`config.mk`:
```
export PLATFORM = sky130hd
export DESIGN_NAME = jtag_master
export DESIGN_NICKNAME = d
export VERILOG_FILES = /design/src/rtl/jtag_master.sv
export SDC_FILE = /design/constraint.sdc
export NUM_CORES = 1
export LEC_CHECK = 0
export CORE_ASPECT_RATIO = 1.25
export CORE_MARGIN = 2
export CORE_UTILIZATION = 40
export CTS_BUF_LIST = sky130_fd_sc_hd__clkbuf_2
export CTS_CLUSTER_DIAMETER = 200
export DETAILED_ROUTE_END_ITERATION = 10
export PLACE_DENSITY = 0.65
export SKIP_CTS_REPAIR_TIMING = 1
export SLEW_MARGIN = 0
export SYNTH_ARGS = -nofsm -noshare
export SYNTH_HDL_FRONTEND = slang
export SYNTH_SLANG_ARGS = --single-unit
```
`constraint.sdc`:
```
create_clock -name sys_clk -period 2.9 [get_ports sys_clk]
set_clock_uncertainty 0.05 [all_clocks]
set_input_delay 0.29 -clock sys_clk [delete_from_list [all_inputs] [get_ports sys_clk]]
set_output_delay 0.29 -clock sys_clk [all_outputs]
set_load 0.1 [all_outputs]
```
`src/rtl/jtag_master.sv`:
```
// jtag_master: command-driven JTAG sequencer.
//
// A command (TAP reset, IR scan, DR scan or idle clocks) is taken on a
// cmd_valid/cmd_ready handshake. The engine then produces the matching
// TCK/TMS/TDI bit stream. Each TCK bit is CLK_DIV sys_clk cycles low
// followed by CLK_DIV cycles high. It ends with a one-cycle rsp_valid
// pulse that carries the TDO bits captured during the shift bits.
//
// Ports
//   sys_clk, sys_rst        clock, synchronous active-high reset
//   cmd_valid / cmd_ready   command handshake
//   cmd_op                  00 TAP reset, 01 IR scan, 10 DR scan, 11 idle
//   cmd_len                 shift/idle length; 0 is treated as 1, >32 as 32
//   cmd_data                TDI bits, shifted LSB first
//   rsp_valid, rsp_data     completion pulse and captured TDO bits
//   jtag_tck/tms/tdi/tdo    JTAG pins
//
// state   | meaning
// --------+--------------------------------------------------------------
// S_IDLE  | waiting for a command, cmd_ready high
// S_HDR   | TMS walk from Run-Test/Idle to Shift-IR/DR
// S_SHIFT | shift bits (scan ops), or the whole bit sequence (reset/idle)
// S_TRL   | Exit1 -> Update -> Run-Test/Idle
// S_DONE  | one cycle: rsp_valid, and a new command may be accepted
module jtag_master #(
    parameter int CLK_DIV = 4
) (
    input  logic        sys_clk,
    input  logic        sys_rst,
    input  logic        cmd_valid,
    output logic        cmd_ready,
    input  logic [1:0]  cmd_op,
    input  logic [5:0]  cmd_len,
    input  logic [31:0] cmd_data,
    output logic        rsp_valid,
    output logic [31:0] rsp_data,
    output logic        jtag_tck,
    output logic        jtag_tms,
    output logic        jtag_tdi,
    input  logic        jtag_tdo
);

    localparam logic [2:0] S_IDLE  = 3'd0;
    localparam logic [2:0] S_HDR   = 3'd1;
    localparam logic [2:0] S_SHIFT = 3'd2;
    localparam logic [2:0] S_TRL   = 3'd3;
    localparam logic [2:0] S_DONE  = 3'd4;

    localparam logic [1:0] OP_RST  = 2'b00;
    localparam logic [1:0] OP_IR   = 2'b01;
    localparam logic [1:0] OP_IDLE = 2'b11;

    localparam logic [7:0] PH_LAST = 8'(CLK_DIV - 1);

    logic [2:0]  state;
    logic [1:0]  op_q;
    logic [4:0]  len_m1;
    logic [4:0]  bit_cnt;     // bits left in the current segment after this one
    logic [7:0]  phase;
    logic        tail;        // trailing low period after the last TCK bit
    logic [31:0] data_sr;
    logic [31:0] cap;

    logic [4:0]  cmd_len_m1;
    logic [2:0]  start_state;
    logic [4:0]  start_cnt;
    logic [2:0]  seg_state;
    logic [4:0]  seg_cnt;
    logic        seg_end;
    logic        scan_q;
    logic [4:0]  cap_idx;

    // TMS value of a bit, given the segment and the count of bits left after it.
    function automatic logic tms_for(input logic [2:0] st, input logic [1:0] op,
                                     input logic [4:0] cnt);
        logic t;
        t = 1'b0;
        case (st)
            S_HDR:   t = (op == OP_IR) ? (cnt >= 5'd2) : (cnt == 5'd2);
            S_SHIFT: begin
                if (op == OP_RST)       t = (cnt != 5'd0);
                else if (op == OP_IDLE) t = 1'b0;
                else                    t = (cnt == 5'd0);
            end
            S_TRL:   t = (cnt == 5'd1);
            default: t = 1'b0;
        endcase
        return t;
    endfunction

    assign scan_q  = op_q[0] ^ op_q[1];
    assign cap_idx = len_m1 - bit_cnt;

    always_comb begin
        cmd_len_m1 = 5'd0;
        if (cmd_len == 6'd0)
            cmd_len_m1 = 5'd0;
        else if (cmd_len >= 6'd32)
            cmd_len_m1 = 5'd31;
        else
            cmd_len_m1 = 5'(cmd_len - 6'd1);

        start_state = S_SHIFT;
        start_cnt   = cmd_len_m1;
        if (cmd_op == OP_RST) begin
            start_cnt = 5'd5;
        end else if (cmd_op != OP_IDLE) begin
            start_state = S_HDR;
            start_cnt   = (cmd_op == OP_IR) ? 5'd3 : 5'd2;
        end
    end

    // Where the next TCK bit belongs once the current one finishes.
    always_comb begin
        seg_state = state;
        seg_cnt   = bit_cnt - 5'd1;
        seg_end   = 1'b0;
        if (bit_cnt == 5'd0) begin
            case (state)
                S_HDR: begin
                    seg_state = S_SHIFT;
                    seg_cnt   = len_m1;
                end
                S_SHIFT: begin
                    if (scan_q) begin
                        seg_state = S_TRL;
                        seg_cnt   = 5'd1;
                    end else begin
                        seg_end = 1'b1;
                    end
                end
                default: seg_end = 1'b1;
            endcase
        end
    end

    always_ff @(posedge sys_clk) begin
        if (sys_rst) begin
            state     <= S_IDLE;
            op_q      <= 2'b00;
            len_m1    <= 5'd0;
            bit_cnt   <= 5'd0;
            phase     <= 8'd0;
            tail      <= 1'b0;
            data_sr   <= '0;
            cap       <= '0;
            cmd_ready <= 1'b1;
            rsp_valid <= 1'b0;
            rsp_data  <= '0;
            jtag_tck  <= 1'b0;
            jtag_tms  <= 1'b1;
            jtag_tdi  <= 1'b0;
        end else begin
            rsp_valid <= 1'b0;
            case (state)
                S_IDLE, S_DONE: begin
                    if (cmd_valid) begin
                        state     <= start_state;
                        bit_cnt   <= start_cnt;
                        op_q      <= cmd_op;
                        len_m1    <= cmd_len_m1;
                        data_sr   <= cmd_data;
                        cap       <= '0;
                        phase     <= 8'd0;
                        tail      <= 1'b0;
                        cmd_ready <= 1'b0;
                        jtag_tck  <= 1'b0;
                        // The first bit is never a shift bit, so TDI starts at 0.
                        jtag_tms  <= tms_for(start_state, cmd_op, start_cnt);
                        jtag_tdi  <= 1'b0;
                    end else begin
                        state <= S_IDLE;
                    end
                end
                default: begin
                    if (phase != PH_LAST) begin
                        phase <= phase + 8'd1;
                    end else begin
                        phase <= 8'd0;
                        if (tail) begin
                            state     <= S_DONE;
                            tail      <= 1'b0;
                            rsp_valid <= 1'b1;
                            cmd_ready <= 1'b1;
                            rsp_data  <= cap;
                        end else if (!jtag_tck) begin
                            jtag_tck <= 1'b1;
                        end else begin
                            // Last cycle of the high phase: sample, then fall.
                            jtag_tck <= 1'b0;
                            if (state == S_SHIFT && scan_q)
                                cap[cap_idx] <= jtag_tdo;
                            if (seg_end) begin
                                tail     <= 1'b1;
                                jtag_tms <= 1'b0;
                                jtag_tdi <= 1'b0;
                            end else begin
                                state    <= seg_state;
                                bit_cnt  <= seg_cnt;
                                jtag_tms <= tms_for(seg_state, op_q, seg_cnt);
                                if (seg_state == S_SHIFT && scan_q) begin
                                    jtag_tdi <= data_sr[0];
                                    data_sr  <= data_sr >> 1;
                                end else begin
                                    jtag_tdi <= 1'b0;
                                end
                            end
                        end
                    end
                end
            endcase
        end
    end

endmodule

```
==> results.tsv <==
stage	metric	value	unit
worst_hold_path	worst hold path class	primary input to flip-flop	
sta	Fin Hold WS	70.3	ps
worst_setup_path	critical path startpoint category	flip-flop	
routing	TritonRoute pass-1 iters	5	
clocking	CTS tree	yes	
layout	layout cells sized above 1	0.137	
worst_setup_path	Worst EP required	3450	ps
power	maximum ir drop on the vdd rail	0.435	mV
worst_setup_path	CP arrival	3260	ps
power	leak pwr	2.64	nW
flow_run	max_cap viols	0	
place	placed cell area	0.00700	mm²
sta	fmax	368	MHz
yosys	synth unique cells	64	
die	die area	0.0160	mm²
worst_setup_path	critical path class	flip-flop to flip-flop	
layout	post-route cell area	0.00728	mm²
yosys	Synth Area in Compound Gates	0.247	
sta	final setup fails	0	
worst_setup_path	crit-path max cell delay	440	ps
grt	total track usage	0.190	
layout	most common cell after layout, fill and taps aside	nand2_1	
routing	vias per std cell	5.30	
clocking	Num CTS Buffers	17	
yosys	Synth Cell Area	0.00600	mm²
sta	min Tclk post-route	2720	ps
clocking	CTS sink count	125	
yosys	EDFF count, synth	0	
sta	worst setup margin	182	ps
routing	average wire per standard cell	14.2	µm
routing	DR iter-0 viols	288	
place	IO Port Bufs	80	
layout	# fillers	1538	
sta	Max transition margin	0.620	
sta	worst-margin pin slew	566	ps
clocking	worst skew pair latency	710	ps
layout	commonest non-fill, non-tap cells in the layout	187 x nand2_1, 125 x dfxtp_1, 95 x a21oi_1	
worst_setup_path	Setup crit end kind	flip-flop	
yosys	Yosys reg bits	125	
run_status	outcome	complete, no violations	
sta	final hold vios	0	
routing	vias	5547	
yosys	Simple-Gate Fraction of Synth Area	0.241	
die	Die Y	141	µm
yosys	Syn Nets	824	
yosys	XOR/XNOR Fraction of Synth Area	0.00876	
yosys	mux cell area share after synthesis	0.00751	
yosys	Yosys warning count	0	
grt	global-route wire length before repair	24800	µm
sta	Final Slew Violations	0	
yosys	Synth Flop Type	dfxtp_1	
grt	antenna violations before repair	1	
power	Pwr per Cell Area	894	mW/mm²
worst_setup_path	Max stage delay cell, worst path	dfxtp_1	
die	core box area	0.0148	mm²
yosys	post-synthesis sequential area ratio	0.417	
grt	grt total ovfl	0	
yosys	async set-reset flop share out of synthesis	0	
layout	Core Util, Final	0.491	
clocking	CTS Buffer Depth	2	
die	Starting Density	0.405	
place	RePlAce Congestion	0.847	
grt	vias in the first global route	5102	
place	Setup WS pre-CTS	90.0	ps
layout	Area Growth Syn to Fin	21.4	%
sta	period utilization	0.937	
yosys	Post-Synthesis Cells	765	
place	post-detail-place hpwl	10300	µm
yosys	Mean Syn Cell Area	7.84	µm²
worst_setup_path	worst path cell trace	ha_1 > inv_1 > fa_1 > a21o_1 > a21oi_1 > xnor2_1 > o211ai_1 > o211ai_1 > a21oi_1	
worst_setup_path	worst-path fanout max	8	
routing	final WL	14800	µm
die	Die Span X	114	µm
die	row cnt	50	
yosys	largest family of logic cells by synthesized area	compound AO/OA/AOI/OAI gates	
clocking	root buffer cell	clkbuf_2	
clocking	Clock transition at path regs	180	ps
routing	DRT antenna net count	0	
yosys	Post-Synth Adder-Cell Area	0.0325	
sta	unrepaired setup endpoints after global routing	true	
clocking	H-Tree Depth	4	
die	Top Ports	81	
grt	largest net degree at the start of global routing	63	
routing	DRC violations left	0	
layout	Nets	909	
report_power, final:
group	switching [mW]	internal (mW)	total, mW
registers	0.164	1.97	2.13
logic	2.05	1.19	3.25
clock network	0.656	0.477	1.13
sequential cells by signal (all words and copies together) (netlist names):
register,flops
bit_cnt,5
cap,32
cmd_ready,1
data_sr,32
jtag_tck,1
jtag_tdi,1
jtag_tms,1
len_m1,5
op_q,2
phase,8
rsp_data,32
rsp_valid,1
state,3
tail,1
per-layer routing:
layer,share of wire,track usage,vias up
li1,-,-,2876
met1,0.45,0.231,2547
met2,0.50,0.330,106
met3,0.036,0.0447,18
met4,0.016,0.0629,0
met5,0,0,-
through the flow:
step	setup TNS [ps]	cells	power (mW)
2_1_floorplan	0	765	4.44
3_3_place_gp	0	1010	5.37
3_5_place_dp	0	1010	5.39
4_1_cts	0	1042	6.53
5_1_grt	-16.5	1046	7.00
6_report	0	1046	6.51
path summary, 6_finish.rpt:
check / to / slack (ps) / depth (start not counted) / start
max: cap[17] / 180 / 9 / bit_cnt[0]
min: data_sr[8] / 70 / 3 / cmd_data[8]
max reg2reg: cap[17] / 180 / 9 / bit_cnt[0]
min reg2reg: rsp_data[18] / 410 / 2 / rsp_data[18]
worst max-delay path, delay by kind of cell (launching register included):
| kind | cells | cell delay, ps |
|---|---|---|
| AO/OA/AOI/OAI | 5 | 1140 |
| XOR/XNOR | 1 | 330 |
| flip-flops | 1 | 440 |
| adder cells (fa/ha/maj) | 2 | 620 |
| buffers and inverters | 1 | 50 |
cell families (layout without fill, tap and decap cells):
group	Yosys count	after routing
fa+ha+maj	15	15
flops	125	125
mux	4	4
other cells	0	1
compound gates	220	220
xor+xnor	6	6
simple gates	325	325
buf+inv	70	168
cell type report:
type / count / area [µm²] / area share
diodes: 1 / 2.50 / 0.000344
clock buffers: 19 / 95.1 / 0.0131
clock inverters: 13 / 149 / 0.0204
inverters: 21 / 78.8 / 0.0108
multi-input cells: 570 / 3230 / 0.443
flip-flops and latches: 125 / 2500 / 0.344
well taps: 182 / 228 / 0.0313
repair buffers: 115 / 998 / 0.137
cell usage after synthesis, types with 9 or more instances:
cell | count | share of area
clkbuf_1 | 39 | 0.024
o211ai_1 | 37 | 0.046
a21oi_1 | 95 | 0.079
dfxtp_1 | 125 | 0.42
inv_1 | 21 | 0.013
nor2_1 | 70 | 0.044
a211oi_1 | 12 | 0.015
nand2_1 | 187 | 0.12
nand3_1 | 9 | 0.0075
a311oi_1 | 35 | 0.051
o21ai_0 | 12 | 0.010
ha_1 | 14 | 0.029
No activity file was read; power rests on OpenSTA's default activity.
